**src/rtl/approx_eval_pkg.sv**
```systemverilog
// Shared constants and types for the approximate madd_i6_o4 evaluation harness.
package approx_eval_pkg;

  localparam int N_IN     = 6;   // circuit-under-test inputs
  localparam int N_OUT    = 4;   // circuit-under-test outputs
  localparam int N_VEC    = 64;  // exhaustive sweep length
  localparam int ERRSUM_W = 10;  // holds 64 * 15 = 960
  localparam int VCNT_W   = 7;   // holds 0..64
  localparam int SETTLE_W = 4;   // settle counter, SETTLE in 1..15

  // Operand fields inside the 6-bit vector: a = {in1,in0}, b = {in3,in2}, c = {in5,in4}.
  localparam int OPND_W = 2;
  localparam int A_LSB  = 0;
  localparam int B_LSB  = 2;
  localparam int C_LSB  = 4;

  typedef enum logic [1:0] {
    IDLE,
    APPLY,
    SAMPLE,
    DONE
  } state_t;

  // Sweep statistics; cleared as one unit when a sweep starts.
  typedef struct packed {
    logic [N_OUT-1:0]    max_err;
    logic [ERRSUM_W-1:0] err_sum;
    logic [VCNT_W-1:0]   viol_cnt;
    logic [N_IN-1:0]     first_viol_vec;
    logic                first_viol_valid;
  } stats_t;

endpackage

```
**src/rtl/madd_exact_ref.sv**
```systemverilog
// Exact reference for the madd_i6_o4 family: result = a*b + c (0..12).
module madd_exact_ref
  import approx_eval_pkg::*;
(
  input  logic [N_IN-1:0]  vec_i,
  output logic [N_OUT-1:0] exact_o
);

  logic [N_OUT-1:0] a_w;
  logic [N_OUT-1:0] b_w;
  logic [N_OUT-1:0] c_w;

  // Widen each 2-bit operand so the product and sum are formed at result width.
  always_comb begin
    a_w     = N_OUT'(vec_i[A_LSB +: OPND_W]);
    b_w     = N_OUT'(vec_i[B_LSB +: OPND_W]);
    c_w     = N_OUT'(vec_i[C_LSB +: OPND_W]);
    exact_o = a_w * b_w + c_w;
  end

endmodule

```
**src/rtl/approx_madd_error_monitor.sv**
```systemverilog
// Exhaustive stimulus driver and error checker for an approximate 6-in/4-out
// multiply-add netlist: applies all 64 vectors, samples each result after a
// settle delay, and accumulates worst-case error, error sum and violations.
module approx_madd_error_monitor
  import approx_eval_pkg::*;
#(
  parameter int unsigned ET     = 6,  // violation when |approx - exact| > ET
  parameter int unsigned SETTLE = 1   // hold cycles per vector, 1..15
) (
  input  logic                clk,
  input  logic                rst_n,
  input  logic                start,
  output logic [N_IN-1:0]     stim_o,
  input  logic [N_OUT-1:0]    resp_i,
  output logic                busy,
  output logic                done,
  output logic                pass,
  output logic [N_OUT-1:0]    max_err,
  output logic [ERRSUM_W-1:0] err_sum,
  output logic [VCNT_W-1:0]   viol_cnt,
  output logic [N_IN-1:0]     first_viol_vec,
  output logic                first_viol_valid
);

  localparam logic [N_OUT-1:0]    ET_W          = N_OUT'(ET);
  localparam logic [SETTLE_W-1:0] SETTLE_RELOAD = SETTLE_W'(SETTLE - 1);
  localparam logic [N_IN-1:0]     LAST_VEC      = N_IN'(N_VEC - 1);

  state_t              state_q, state_d;
  logic [N_IN-1:0]     vec_q, vec_d;
  logic [SETTLE_W-1:0] cnt_q, cnt_d;
  stats_t              stats_q, stats_d;

  logic [N_OUT-1:0] exact;
  logic [N_OUT:0]   diff;
  logic [N_OUT:0]   diff_neg;
  logic [N_OUT-1:0] abs_err;
  logic             viol;

  madd_exact_ref u_exact_ref (
    .vec_i   (vec_q),
    .exact_o (exact)
  );

  // Signed 5-bit difference folded to a 4-bit magnitude (0..15).
  always_comb begin
    diff     = {1'b0, resp_i} - {1'b0, exact};
    diff_neg = -diff;
    abs_err  = diff[N_OUT] ? diff_neg[N_OUT-1:0] : diff[N_OUT-1:0];
    viol     = (abs_err > ET_W);
  end

  // Sweep sequencing, statistics update and output decode.
  always_comb begin
    // NOTE: every variable gets a default here so no path leaves one unassigned and infers a latch.
    state_d = state_q;
    vec_d   = vec_q;
    cnt_d   = cnt_q;
    stats_d = stats_q;

    unique case (state_q)
      IDLE, DONE: begin
        if (start) begin
          stats_d = '0;
          vec_d   = '0;
          cnt_d   = SETTLE_RELOAD;
          state_d = APPLY;
        end
      end
      APPLY: begin
        if (cnt_q == '0) begin
          state_d = SAMPLE;
        end else begin
          cnt_d = cnt_q - SETTLE_W'(1);
        end
      end
      SAMPLE: begin
        if (abs_err > stats_q.max_err) begin
          stats_d.max_err = abs_err;
        end
        stats_d.err_sum = stats_q.err_sum + ERRSUM_W'(abs_err);
        if (viol) begin
          stats_d.viol_cnt = stats_q.viol_cnt + VCNT_W'(1);
          if (!stats_q.first_viol_valid) begin
            stats_d.first_viol_vec   = vec_q;
            stats_d.first_viol_valid = 1'b1;
          end
        end
        if (vec_q == LAST_VEC) begin
          state_d = DONE;
        end else begin
          vec_d   = vec_q + N_IN'(1);
          cnt_d   = SETTLE_RELOAD;
          state_d = APPLY;
        end
      end
      default: state_d = IDLE;
    endcase

    stim_o           = vec_q;
    busy             = (state_q == APPLY) || (state_q == SAMPLE);
    done             = (state_q == DONE);
    pass             = (state_q == DONE) && (stats_q.max_err <= ET_W);
    max_err          = stats_q.max_err;
    err_sum          = stats_q.err_sum;
    viol_cnt         = stats_q.viol_cnt;
    first_viol_vec   = stats_q.first_viol_vec;
    first_viol_valid = stats_q.first_viol_valid;
  end

  // State and statistics registers; reset aborts any sweep and clears results.
  always_ff @(posedge clk or negedge rst_n) begin
    // NOTE: clocked state uses non-blocking assignments so all flops update from pre-edge values.
    if (!rst_n) begin
      state_q <= IDLE;
      vec_q   <= '0;
      cnt_q   <= '0;
      stats_q <= '0;
    end else begin
      state_q <= state_d;
      vec_q   <= vec_d;
      cnt_q   <= cnt_d;
      stats_q <= stats_d;
    end
  end

endmodule

```
**config.mk**
```make
export PLATFORM = sky130hd
export DESIGN_NAME = approx_madd_error_monitor
export DESIGN_NICKNAME = d
export VERILOG_FILES = /design/src/rtl/approx_eval_pkg.sv /design/src/rtl/madd_exact_ref.sv /design/src/rtl/approx_madd_error_monitor.sv
export SDC_FILE = /design/constraint.sdc
export NUM_CORES = 1
export LEC_CHECK = 0
export ABC_AREA = 1
export CAP_MARGIN = 40
export CORE_MARGIN = 5
export CORE_UTILIZATION = 56
export CTS_BUF_LIST = sky130_fd_sc_hd__clkbuf_8
export DETAILED_ROUTE_END_ITERATION = 16
export PLACE_DENSITY = 0.83
export SLEW_MARGIN = 20
export SYNTH_ARGS = -nofsm -noshare
export SYNTH_HDL_FRONTEND = slang
export SYNTH_SLANG_ARGS = --single-unit
```
**constraint.sdc**
```tcl
create_clock -name clk -period 4.55 [get_ports clk]
set_clock_uncertainty 0.15 [all_clocks]
set_input_delay 0.6825 -clock clk [delete_from_list [all_inputs] [get_ports clk]]
set_output_delay 0.6825 -clock clk [all_outputs]
set_load 0.01 [all_outputs]
```
==> results.toml <==
[floorplan]
initial_util = 0.580
std_cell_rows = 25
floorplan.io_pins = 44
floorplan.die.height_microns = 79.9
core_area_sq_um = 4720
fp.dieW_microns = 79.9
overall_die_area_sq_um = 6390

[timing]
slew_viol_final = 0
timing_worst_slew_pin_value_ns = 0.811
slew_headroom = 0.459
final_period_minus_worst_setup_slack_ns = 4.18
max_clock_freq_mhz = 239
grt_setup_unrepaired = "no"
setup_ws_ns = 0.365
hold_viol_final = 0
setup_total_negative_slack_ns = 0
layout_worst_path_cycle_share = 0.920
finalSetupViolations = 0

[routing]
first_drt_iteration_drcs = 131
routed-via-count = 2364
viasPerCell = 5.21
drcViolationCount = 0
final_antenna_net_count = 0
avgRoutedWirePerCell_microns = 12.9
postRouteWirelength_microns = 5860
detail_route.first_pass.iterations = 4

[synth]
post_synth_and_or_nand_nor_area_fraction = 0.258
async_set_or_reset_flop_fraction_in_the_synthesized_netlist = 1.00
synth.largest_area_cell = "sky130_fd_sc_hd__dfrtp_1"
yosys-top-cells-area = "sky130_fd_sc_hd__dfrtp_1 (37%), sky130_fd_sc_hd__ha_1 (11%), sky130_fd_sc_hd__nand2_1 (9.5%), sky130_fd_sc_hd__inv_1 (7.1%), sky130_fd_sc_hd__nand3_1 (5.1%)"
dominant_combinational_cell_family_by_area_after_synthesis = "simple AND/OR/NAND/NOR gates"
synth_fa_ha_area_frac = 0.132
synthMuxAreaShare = 0
synth.cell_area_sq_um = 2740
post-synth-top-count-cell = "sky130_fd_sc_hd__nand2_1"
synth_xor_area_frac = 0.0279
synth_top_flop_cell = "sky130_fd_sc_hd__dfrtp_1"
proportion_of_synthesized_chip_area_in_sequential_cells = 0.366
post_synth.cell_area_avg_sq_um = 8.05
synth_seq_cells = 40
post-synth-top-area-fraction = 0.366
commonest_cells_in_the_synthesized_netlist = "sky130_fd_sc_hd__nand2_1 (69), sky130_fd_sc_hd__inv_1 (52), sky130_fd_sc_hd__dfrtp_1 (40), sky130_fd_sc_hd__nand3_1 (28), sky130_fd_sc_hd__nor2_1 (25)"
synthesis.nets = 374
syn-instance-count = 340
synth-compound-area-share = 0.125
synth-warning-count = 0
number_of_synthesized_flops_with_an_enable_pin = 0
synth.lib_cells_used.distinct = 34

[clocking]
sink_count_of_the_clock_tree = 40
clk-insertion-delay-late_ns = 0.28
clk_root_buffer_cell = "sky130_fd_sc_hd__clkbuf_8"
tritoncts = "yes"
post-cts-setup-buffer-count = 0
ctsResizeCount = 0
cts_made_buffers = 5
clockBufferDepth = 2
cts_hold_bufs = 0
post_cts_clock_slew_at_the_launch_and_capture_registers_of_the_worst_setup_and_hold_paths_ns = 0.07
h_tree_lvl_count = 2

[setup_path]
cp_max_delay_cell = "sky130_fd_sc_hd__fa_1"
critical_path.max_fanout = 7
critical_path_required_ns = 4.56
setup.worst_path.end = "max_err[2]"
crit_path_max_incr_delay_ns = 0.53
cp_data_arrival_time_ns = 4.19
critPathKind = "flip-flop to flip-flop"
reg2regPathDepth = 22
ff2ff_setup_slack_ns = 0.37
worstReg2RegEnd = "max_err[2]"
crit_chain = "nand2_1, fa_1, inv_1, ha_1, fa_1, inv_1, ha_1, nand2_1, o21ai_1, xor2_1, inv_1, nand2_2, nand2_2, ha_1, nand2_1, o21bai_1, inv_1, nand2_1, nand2_1, nand3_1, nand3_1, o21ai_0"
critPathLaunch = "stim_o[2]"
end_kind = "flip-flop"
worst_flop_to_flop_path_startpoint = "stim_o[2]"
timing.critical_path.from_type = "flip-flop"
cpMostUsedCell = "sky130_fd_sc_hd__nand2_1"

[power_and_ir_drop]
power.share.switching = 0.462
max-vdd-ir-drop_mv = 0.299
design_power_total_uw = 1470
cellLeakagePower_uw = 0.00162
power_per_cell_area_nw_per_um2 = 446
power.clock.fraction = 0.149
power.sequential.fraction = 0.326
internal_power_uw = 791
share_comb_of_total_power = 0.526
power.switching_uw = 680

[global_routing]
tot_gr_track_use = 0.200
grt_start_max_net_pins = 29
first_pass_grt_wire_length_microns = 10300
grt_overflow_total = 0
number_of_global_route_vias_before_repair = 2351
antenna_violations_before_repair = 0

[layout]
syn_to_final_growth_pct = 20.5
n_antenna_cell = 0
drive_above_1_share = 0.124
fin_area_sq_um = 3300
design.final.nets = 421

[placed_design]
place_area_sq_um = 3220
number_of_i_o_port_buffers = 43
hpwl_microns = 4690
routabilityCongestion = 0.897
pre_cts_ws_ns = 0.383

[hold_path]
hp-class = "input port to asynchronous set/reset pin"

[outcome]
run_status = "complete, no violations"

[flow_run]
max_cap_viol_count = 0
final cells by class:
class / instances / area (sq um)
sequential: 40 / 1000
multi-input combinational: 241 / 1480
timing repair buffer: 44 / 445
clock buffer: 5 / 68.8
fill: 387 / 1430
tap: 67 / 83.8
inverter: 55 / 206
clock inverter: 2 / 8.76
metrics by stage:
| step | hold slack, ns | cells | utilization |
|---|---|---|---|
| 3_3_place_gp | 0.318 | 446 | 0.678 |
| 5_1_grt | 0.147 | 454 | 0.698 |
| 4_1_cts | 0.138 | 454 | 0.698 |
| 3_5_place_dp | 0.325 | 447 | 0.682 |
| 2_1_floorplan | 0.237 | 340 | - |
| 6_report | 0.128 | 454 | 0.698 |
worst max-delay path: cells and delay by family, from the launching register on:
family                     cells  cell delay [ns]
and+or+nand+nor                9             0.77
buffers and inverters          4             0.21
adders and majority gates      5             1.87
AOI/OAI and AO/OA              3             0.38
xor gates and xnor gates       1             0.22
DFF                            1             0.45
cells by family (layout without fill, tap and decap cells):
kind of cell | count (synthesis) | count (layout)
AND/OR/NAND/NOR | 153 | 153
buffers and inverters | 59 | 106
AO/OA/AOI/OAI | 54 | 54
flip-flops | 40 | 40
adder cells (fa/ha/maj) | 27 | 27
XOR/XNOR | 7 | 7
state kept, by name (all words and copies together), names as in the netlist:
register          cells
cnt_q                 4
err_sum              10
first_viol_valid      1
first_viol_vec        6
max_err               4
state_q               2
stim_o                6
viol_cnt              7
per-layer routing:
| layer | GRT usage | part of all wire | up-vias |
|---|---|---|---|
| met5 | 0 | 0 | - |
| met4 | 0.0355 | 0.0050 | 0 |
| met3 | 0.0451 | 0.045 | 4 |
| met2 | 0.361 | 0.52 | 50 |
| met1 | 0.244 | 0.43 | 1132 |
| li1 | - | - | 1178 |
power by group through the flow:
stage          clock [uW]  combinational (uW)  sequential [uW]
6_report              219                 773              479
3_3_place_gp            0                 753              483
3_5_place_dp            0                 772              484
5_1_grt               240                 865              490
2_1_floorplan           0                 563              488
4_1_cts               220                 776              478
cells in the final DEF, fill, tap and decap left out, drive strengths merged, types with 2 or more instances in the layout:
cell type / netlist / final
nand3b: 2 / 2
xnor2: 2 / 2
ha: 24 / 24
fa: 3 / 3
dfrtp: 40 / 40
or2: 2 / 2
o21ai: 31 / 31
clkbuf: 1 / 5
clkdlybuf4s50: 0 / 42
inv: 55 / 56
nand3: 29 / 29
buf: 3 / 2
nor2: 27 / 27
xor2: 5 / 5
and3: 2 / 2
nor3: 6 / 6
nand2: 84 / 84
a21oi: 19 / 19
worst min-delay path by stage:
stage | slack, ns | endpoint
after floorplan | 0.24 | cnt_q[0]
after global placement | 0.32 | first_viol_vec[0]
after detailed placement | 0.33 | first_viol_vec[1]
after CTS | 0.14 | err_sum[7]
after global routing | 0.15 | viol_cnt[4]
final | 0.13 | viol_cnt[4]
Power figures use the tool's default switching activity.
